### config.mk
export PLATFORM = sky130hd
export DESIGN_NAME = param_seq_alu_flat
export DESIGN_NICKNAME = d
export VERILOG_FILES = /design/src/rtl/param_seq_alu_if.sv /design/src/rtl/param_seq_alu.sv /design/src/flat_wrapper.sv
export SDC_FILE = /design/constraint.sdc
export NUM_CORES = 1
export LEC_CHECK = 0
export CAP_MARGIN = 20
export CORE_MARGIN = 5
export CORE_UTILIZATION = 60
export CTS_BUF_LIST = sky130_fd_sc_hd__clkbuf_4
export DETAILED_ROUTE_END_ITERATION = 6
export PLACE_DENSITY_LB_ADDON = 0.25
export SYNTH_ARGS = -nofsm -noshare
export SYNTH_HDL_FRONTEND = slang
export SYNTH_SLANG_ARGS = --single-unit
### constraint.sdc
create_clock -name clk -period 4 [get_ports clk]
set_input_delay 0.4 -clock clk [delete_from_list [all_inputs] [get_ports clk]]
set_output_delay 0.4 -clock clk [all_outputs]
set_load 0.02 [all_outputs]
### src/rtl/param_seq_alu_if.sv
// param_seq_alu_if: start/func/operand request and registered result/flag bundle for param_seq_alu.
interface param_seq_alu_if #(parameter int WIDTH = 8);
  logic             start;
  logic [2:0]       func;
  logic [WIDTH-1:0] reg1;
  logic [WIDTH-1:0] reg2;
  logic             busy;
  logic             done;
  logic [WIDTH-1:0] alu_out;
  logic [WIDTH-1:0] alu_out_hi;
  logic             carry_out;
  logic             zero;
  logic             negative;
  logic             overflow;
  modport master (
    output start, func, reg1, reg2,
    input  busy, done, alu_out, alu_out_hi, carry_out, zero, negative, overflow
  );
  modport slave (
    input  start, func, reg1, reg2,
    output busy, done, alu_out, alu_out_hi, carry_out, zero, negative, overflow
  );
endinterface

### src/rtl/param_seq_alu.sv
// param_seq_alu: registered ALU, 1-cycle ops plus WIDTH-cycle shift-add unsigned multiply.
module param_seq_alu #(
  parameter int WIDTH = 8,
  parameter int CNT_W = $clog2(WIDTH) + 1
) (
  input  logic clk,
  input  logic rst,
  param_seq_alu_if.slave bus
);
  typedef enum logic {IDLE, MUL_RUN} state_t;
  state_t state, state_d;
  logic [2*WIDTH-1:0] acc, mcand, prod;
  logic [WIDTH-1:0] mplier, a, b, res;
  logic [WIDTH:0] sum, diff;
  logic [CNT_W-1:0] cnt;
  logic last, c, ovf, go, go_mul;
  assign bus.busy = state == MUL_RUN;
  always_comb begin
    a = bus.reg1;
    b = bus.reg2;
    sum = {1'b0, a} + {1'b0, b};
    diff = {1'b0, a} + {1'b0, ~b} + (WIDTH+1)'(1);
    res = '0;
    c = 1'b0;
    ovf = 1'b0;
    case (bus.func)
      3'b000: begin
        res = sum[WIDTH-1:0];
        c = sum[WIDTH];
        ovf = (a[WIDTH-1] == b[WIDTH-1]) && (sum[WIDTH-1] != a[WIDTH-1]);
      end
      3'b001: begin
        res = diff[WIDTH-1:0];
        c = diff[WIDTH];
        ovf = (a[WIDTH-1] != b[WIDTH-1]) && (diff[WIDTH-1] != a[WIDTH-1]);
      end
      3'b010: res = a;
      3'b011: begin
        res = a << 1;
        c = a[WIDTH-1];
      end
      3'b100: begin
        res = a >> 1;
        c = a[0];
      end
      3'b101: res = a & b;
      3'b110: res = ~a;
      default: res = '0;
    endcase
    go = state == IDLE && bus.start;
    go_mul = go && bus.func == 3'b111;
    prod = acc + (mplier[0] ? mcand : '0);
    last = cnt == CNT_W'(WIDTH - 1);
    state_d = go_mul ? MUL_RUN : (state == MUL_RUN && last) ? IDLE : state;
  end
  always_ff @(posedge clk) begin
    if (rst) begin
      state <= IDLE;
      acc <= '0;
      mcand <= '0;
      mplier <= '0;
      cnt <= '0;
      bus.done <= 1'b0;
      bus.alu_out <= '0;
      bus.alu_out_hi <= '0;
      bus.carry_out <= 1'b0;
      bus.zero <= 1'b0;
      bus.negative <= 1'b0;
      bus.overflow <= 1'b0;
    end else begin
      state <= state_d;
      bus.done <= 1'b0;
      if (go_mul) begin
        acc <= '0;
        mcand <= {{WIDTH{1'b0}}, a};
        mplier <= b;
        cnt <= '0;
      end else if (go) begin
        bus.alu_out <= res;
        bus.alu_out_hi <= '0;
        bus.carry_out <= c;
        bus.zero <= res == '0;
        bus.negative <= res[WIDTH-1];
        bus.overflow <= ovf;
        bus.done <= 1'b1;
      end
      if (state == MUL_RUN) begin
        acc <= prod;
        mcand <= mcand << 1;
        mplier <= mplier >> 1;
        cnt <= cnt + CNT_W'(1);
        if (last) begin
          bus.alu_out <= prod[WIDTH-1:0];
          bus.alu_out_hi <= prod[2*WIDTH-1:WIDTH];
          bus.carry_out <= prod[2*WIDTH-1:WIDTH] != '0;
          bus.zero <= prod == '0;
          bus.negative <= prod[2*WIDTH-1];
          bus.overflow <= 1'b0;
          bus.done <= 1'b1;
        end
      end
    end
  end
endmodule

### src/flat_wrapper.sv
// flat-port wrapper written by rule: the top's interface ports become plain ports
module param_seq_alu_flat 
#(
  parameter int WIDTH = 8,
  parameter int CNT_W = $clog2(WIDTH) + 1
)
  (clk, rst, bus_start, bus_func, bus_reg1, bus_reg2, bus_busy, bus_done, bus_alu_out, bus_alu_out_hi, bus_carry_out, bus_zero, bus_negative, bus_overflow);
  param_seq_alu_if #(.WIDTH(WIDTH)) bus_i ();
  input  logic clk;
  input  logic rst;
  input wire logic [$bits(bus_i.start)-1:0] bus_start;
  input wire logic [$bits(bus_i.func)-1:0] bus_func;
  input wire logic [$bits(bus_i.reg1)-1:0] bus_reg1;
  input wire logic [$bits(bus_i.reg2)-1:0] bus_reg2;
  output wire logic [$bits(bus_i.busy)-1:0] bus_busy;
  output wire logic [$bits(bus_i.done)-1:0] bus_done;
  output wire logic [$bits(bus_i.alu_out)-1:0] bus_alu_out;
  output wire logic [$bits(bus_i.alu_out_hi)-1:0] bus_alu_out_hi;
  output wire logic [$bits(bus_i.carry_out)-1:0] bus_carry_out;
  output wire logic [$bits(bus_i.zero)-1:0] bus_zero;
  output wire logic [$bits(bus_i.negative)-1:0] bus_negative;
  output wire logic [$bits(bus_i.overflow)-1:0] bus_overflow;
  assign bus_i.start = bus_start;
  assign bus_i.func = bus_func;
  assign bus_i.reg1 = bus_reg1;
  assign bus_i.reg2 = bus_reg2;
  assign bus_busy = bus_i.busy;
  assign bus_done = bus_i.done;
  assign bus_alu_out = bus_i.alu_out;
  assign bus_alu_out_hi = bus_i.alu_out_hi;
  assign bus_carry_out = bus_i.carry_out;
  assign bus_zero = bus_i.zero;
  assign bus_negative = bus_i.negative;
  assign bus_overflow = bus_i.overflow;
  param_seq_alu #(.WIDTH(WIDTH), .CNT_W(CNT_W)) u_core (.clk(clk), .rst(rst), .bus(bus_i));
endmodule
**Yosys cells after proc, flatten, opt, wreduce, memory -nomap -nowiden**

Index checks and enable logic that the tools add are counted.

- Eq/ne operators: 12
- Add/sub/neg operators: 5
- Reduce and logical (&&, ||, !) cells: 12
- Bitwise logic cells: 4
- Muxes and demuxes: 42

Operator list:

| kind | count |
|---|---|
| $mux W16 | 5 |
| $mux W8 | 8 |
| $pmux W8 S7 | 1 |
| $mux W1 | 22 |
| $add A8 B8 Y9 | 2 |
| $add A16 B16 Y16 | 1 |
| $logic_not A16 Y1 | 1 |
| $not A8 Y8 | 2 |
| $mux W7 | 2 |
| $eq A3 B3 Y1 const B | 4 |
| $add A9 B1 Y9 const B | 1 |
| $and A8 B8 Y8 | 1 |
| $logic_not A8 Y1 | 1 |
| $mux W4 | 2 |
| $reduce_bool A8 Y1 | 1 |
| $eq A3 B2 Y1 const B | 2 |
| $logic_and A1 B1 Y1 | 5 |
| $add A4 B1 Y4 const B | 1 |
| $eq A4 B3 Y1 const B | 1 |
| $pmux W1 S4 | 1 |
| $reduce_bool A2 Y1 | 2 |
| $eq A3 B1 Y1 const B | 1 |
| $logic_not A3 Y1 | 1 |
| $ne A1 B1 Y1 | 3 |
| other kinds (4) | 4 |

- Register bits: 66
- Input bits: 22
- Logic and storage cells: 89

**Depth between registers and ports, before layout**

- Word-level depth: 10
- Mapped depth: 13
- Gate-level depth less buffers: 13

**Least setup slack after synthesis**

OpenSTA, ideal clock, no wires.

- Path type: reg2reg
- From: reg u_core.mplier[0]
- To: reg u_core.bus.carry_out
- Stages on the path, launching flop included: 13
- Arrival: 3.045 ns
- Data required time: 3.868 ns
- Library setup time: 0.132 ns
- Clock period less this slack: 3.177 ns
- Slack: 0.823 ns
- Path through: dfxtp_1 > and2_1 > ha_1 > fa_1 > a211oi_2 > o21ai_1 > a311o_1 > a31oi_1 > xnor2_1 > or4b_4 > nor4b_2 > a2bb2oi_1 > a21oi_1

- Longest elaborated chain between the ends: 5

Ends and longest elaborated chain:

| item | line | RTL |
|---|---|---|
| start, declared | param_seq_alu.sv:13 | `logic [WIDTH-1:0] mplier, a, b, res;` |
| start signal, assigned | param_seq_alu.sv:90 | `mplier <= mplier >> 1;` |
| $mux W16 | param_seq_alu.sv:52 | `prod = acc + (mplier[0] ? mcand : '0);` |
| $add A16 B16 Y16 | param_seq_alu.sv:52 |  |
| $reduce_bool A8 Y1 | param_seq_alu.sv:95 | `bus.carry_out <= prod[2*WIDTH-1:WIDTH] != '0;` |
| $mux W1 | param_seq_alu.sv:92 | `if (last) begin` |
| $mux W1 | param_seq_alu.sv:87 | `if (state == MUL_RUN) begin` |
| end signal, assigned | param_seq_alu.sv:66 | `bus.carry_out <= 1'b0;` |
| end signal, assigned | param_seq_alu.sv:81 | `bus.carry_out <= c;` |
| end signal, assigned | param_seq_alu.sv:95 |  |
| end, declared | param_seq_alu_if.sv:21 | `output busy, done, alu_out, alu_out_hi, carry_out, zero, negative, overflow` |

No other way between the ends.
A chain may end at the register's enable or synchronous reset.

**Worst setup path after layout**

Same ends and word-level chain as after synthesis.

==> metrics.yaml <==
timing:
  min_period_ns: 3.745
  max-slew-margin-rel_pct: 47.46
  final-setup-viol-count: 0
  rsz0062_at_grt: "no"
  skew_ns: 0.02220
  postLayoutSetupSlackWorst_ns: 0.2553
  timing.fmax_ghz: 0.2670
  setup_tns_ns: 0
  worst_pin_slew_ns: 0.7852
  final_hold_viol_count: 0
  slew_violations: 0
  final.period_utilization_pct: 93.62
power:
  p_leak_nw: 2.193
  p_sw_uw: 433.1
  combPwrFrac_pct: 18.5
  netSwitchingFraction_pct: 29.56
  seqPwrFrac_pct: 46.6
  p_int_mw: 1.032
  pwr-share-clk_pct: 35.0
  p_total_mw: 1.465
  power_density_nw_per_um2: 284.7
  vdd_drop_max_uv: 315.3
critical_path:
  crit_family: "compound AO/OA/AOI/OAI gates"
  crit_start: "u_core.mplier[0]"
  r2r_cells: 12
  cpPeakStageDelay_ns: 0.53
  r2r_slack_ns: 0.26
  timing.rr.end: "u_core.bus.carry_out"
  critPathCaptureType: "flip-flop"
  crit_slowest_cell: "or4b_4"
  cp_data_required_time_ns: 4.28
  worst-setup-path-type: "reg2reg"
  worst-path-stages: 12
  cp_max_fo: 17
  arrival_ns: 4.02
  cp_cell_sequence: "and2_1 > ha_1 > fa_1 > a211oi_2 > o21ai_1 > a311o_1 > a31oi_1 > xnor2_1 > or4b_4 > nor4b_2 > a2bb2oi_1 > a21oi_1"
  cp-start-kind: "flip-flop"
  endpoint: "u_core.bus.carry_out"
  path_buf_inv: 0
  r2r-start: "u_core.mplier[0]"
cells_and_area:
  area_delta_synth_final_pct: 14.09
  layout-drive-gt1-share_pct: 5.039
  final_common_cell: "nor2_1"
  fillers: 628
  mostFrequentLayoutCells: "101 x nor2_1, 86 x a21oi_1, 65 x dfxtp_1, 49 x nand2_1, 42 x clkdlybuf4s50_1"
  num_antenna_cells: 0
  fin_nets: 688
  fin_cells: 734
cts:
  cts_max_level: 3
  cts_tree: "yes"
  clkSinkCount: 66
  root_buffer: "clkbuf_4"
  cts_hold_buf: 0
  clk_pin_slew_ns: 0.11
  numCtsBuffers: 9
  insertion_delay_ns: 0.42
  clk_path_buf_depth: 2
  postCtsSetupRepairBufs: 0
  cts-resized-gates: 0
min_path:
  hold_class: "reg2reg"
  min_delay_path_depth: 2
global_routing:
  antenna_found_initial: 0
  grt_max_degree: 66
  gr-total-overflow: 0
  grt_pass1_wl_microns: 19930
  grt_usage_pct: 25.25
  grt_pass1_vias: 4106
placed_design:
  dpl.hpwl_microns: 8874
  gp_congestion: 0.9116
  dp_slack_ns: 0.3342
  dp.cells: 718
  numPortBuffers: 43
floorplan:
  rows: 31
  die_h_microns: 96.71
  die-area_sq_um: 9352
  core_area_sq_um: 7292
  io_pins: 44
  initial_utilization_pct: 61.86
  die_w_microns: 96.71
synth:
  yosys_warnings: 0
  synth.net_count: 661
  synth_edf_count: 0
  syn-cell-area_sq_um: 4511
  ys_async_sr_fraction_pct: 0
  seq_area_frac_synth_pct: 29.29
  ys_types: 57
  dominantRegCellSynth: "dfxtp_1"
  avgSynthCellArea_sq_um: 7.480
  synthCells: 603
  synth-seq-cells: 66
job:
  drv_cap: 0
routing:
  wl_microns: 12080
  postRouteAntennaNets: 0
  wl_per_cell_microns: 16.46
  drc: 0
  first_pass_iters: 5
  routed_via_density: 6.138
  first_iter_violations: 377
  vias: 4505
status:
  outcome: "complete, no violations"
cell families (layout without fill, tap and decap cells):
family                     after synthesis  count (layout)  synth area share [%]
adders and majority gates               36              36                 10.49
muxes                                    8               8                 1.831
AOI/OAI and AO/OA                      180             180                 25.19
DFF                                     66              66                 29.29
xor gates and xnor gates                20              20                 3.884
buffers and inverters                   55              87                 4.605
and+or+nand+nor                        238             238                 24.72
Yosys cell counts (2+ instances only):
library cell	instances	area, sq um
nor2_1	101	379.1
a21oi_1	86	430.4
dfxtp_1	66	1321
nand2_1	49	183.9
ha_1	33	412.9
clkbuf_1	29	108.9
and3_1	23	143.9
a22oi_1	20	150.1
inv_1	19	71.32
and2_1	17	106.4
nor3_1	13	65.06
xnor2_1	13	113.9
o21ai_1	11	55.05
nand3_1	9	45.04
o21ai_0	8	40.04
a2111oi_0	7	61.31
a31oi_1	7	43.79
o211ai_1	7	52.55
xor2_1	7	61.31
a21o_1	6	45.04
mux2i_1	6	60.06
a311oi_1	5	43.79
buf_1	4	15.01
nand4_1	4	25.02
nor2b_1	4	25.02
o21a_1	4	30.03
fa_1	3	60.06
nor3b_1	3	22.52
o21bai_1	3	22.52
or3_1	3	18.77
a211oi_1	2	15.01
inv_2	2	7.510
nand2b_1	2	12.51
o311ai_1	2	17.52
o31ai_1	2	15.01
or4_1	2	15.01
per-stage QoR:
stage	hold WS [ns]	area [sq um]	util, %
floorplan	0.4448	4511	-
global placement	0.4621	4985	68.36
detailed placement	0.4695	4985	68.36
CTS	0.4880	5146	70.57
global route	0.5103	5146	70.57
finish	0.4875	5146	70.57
worst reg2reg max path: cells and delay by family (launching register included):
kind / cells / cell delay (ns)
fa+ha+maj: 2 / 0.65
compound gates: 6 / 1.23
flops: 1 / 0.46
xor+xnor: 1 / 0.14
simple gates: 3 / 1.13
worst min path at each step:
stage	startpoint	end
after global placement	u_core.mcand[7]	u_core.mcand[7]
after CTS	u_core.mcand[6]	u_core.mcand[6]
after global routing	u_core.mcand[4]	u_core.mcand[4]
after floorplan	u_core.mcand[7]	u_core.mcand[7]
final	u_core.mcand[7]	u_core.mcand[7]
after detailed placement	u_core.mcand[6]	u_core.mcand[6]
layout make-up:
cell class / instances / area, sq um / share of cell area [%]
timing repair buffer: 50 / 478.0 / 9.288
inverter: 21 / 78.83 / 1.532
sequential: 66 / 1323 / 25.70
tap: 99 / 123.9 / 2.407
clock buffer: 9 / 67.56 / 1.313
clock inverter: 7 / 93.84 / 1.823
multi-input combinational: 482 / 2982 / 57.94
flip-flops by register name (all words and copies together), names as in the netlist:
signal and count:
u_core.bus.zero 1, u_core.mcand 16, u_core.bus.done 1, u_core.acc 16
u_core.bus.overflow 1, u_core.cnt 4, u_core.bus.carry_out 1, u_core.bus.alu_out 8
u_core.mplier 8, u_core.bus.alu_out_hi 8, u_core.bus.negative 1, u_core.bus.busy 1
routing by layer:
| metal | up-vias | GRT usage [%] | routed length [microns] |
|---|---|---|---|
| li1 | 2206 | - | - |
| met1 | 2104 | 36.12 | 5667 |
| met2 | 177 | 38.43 | 5419 |
| met3 | 18 | 4.676 | 812 |
| met4 | 0 | 7.883 | 181 |
| met5 | - | 0 | 0 |
power by group through the flow:
stage | combinational, mW | sequential (mW) | clock (mW)
global placement | 0.262 | 0.696 | 0
floorplan | 0.163 | 0.706 | 0
finish | 0.271 | 0.683 | 0.512
CTS | 0.268 | 0.682 | 0.516
global route | 0.295 | 0.685 | 0.547
detailed placement | 0.266 | 0.697 | 0
(Power assumes the default switching activity.)
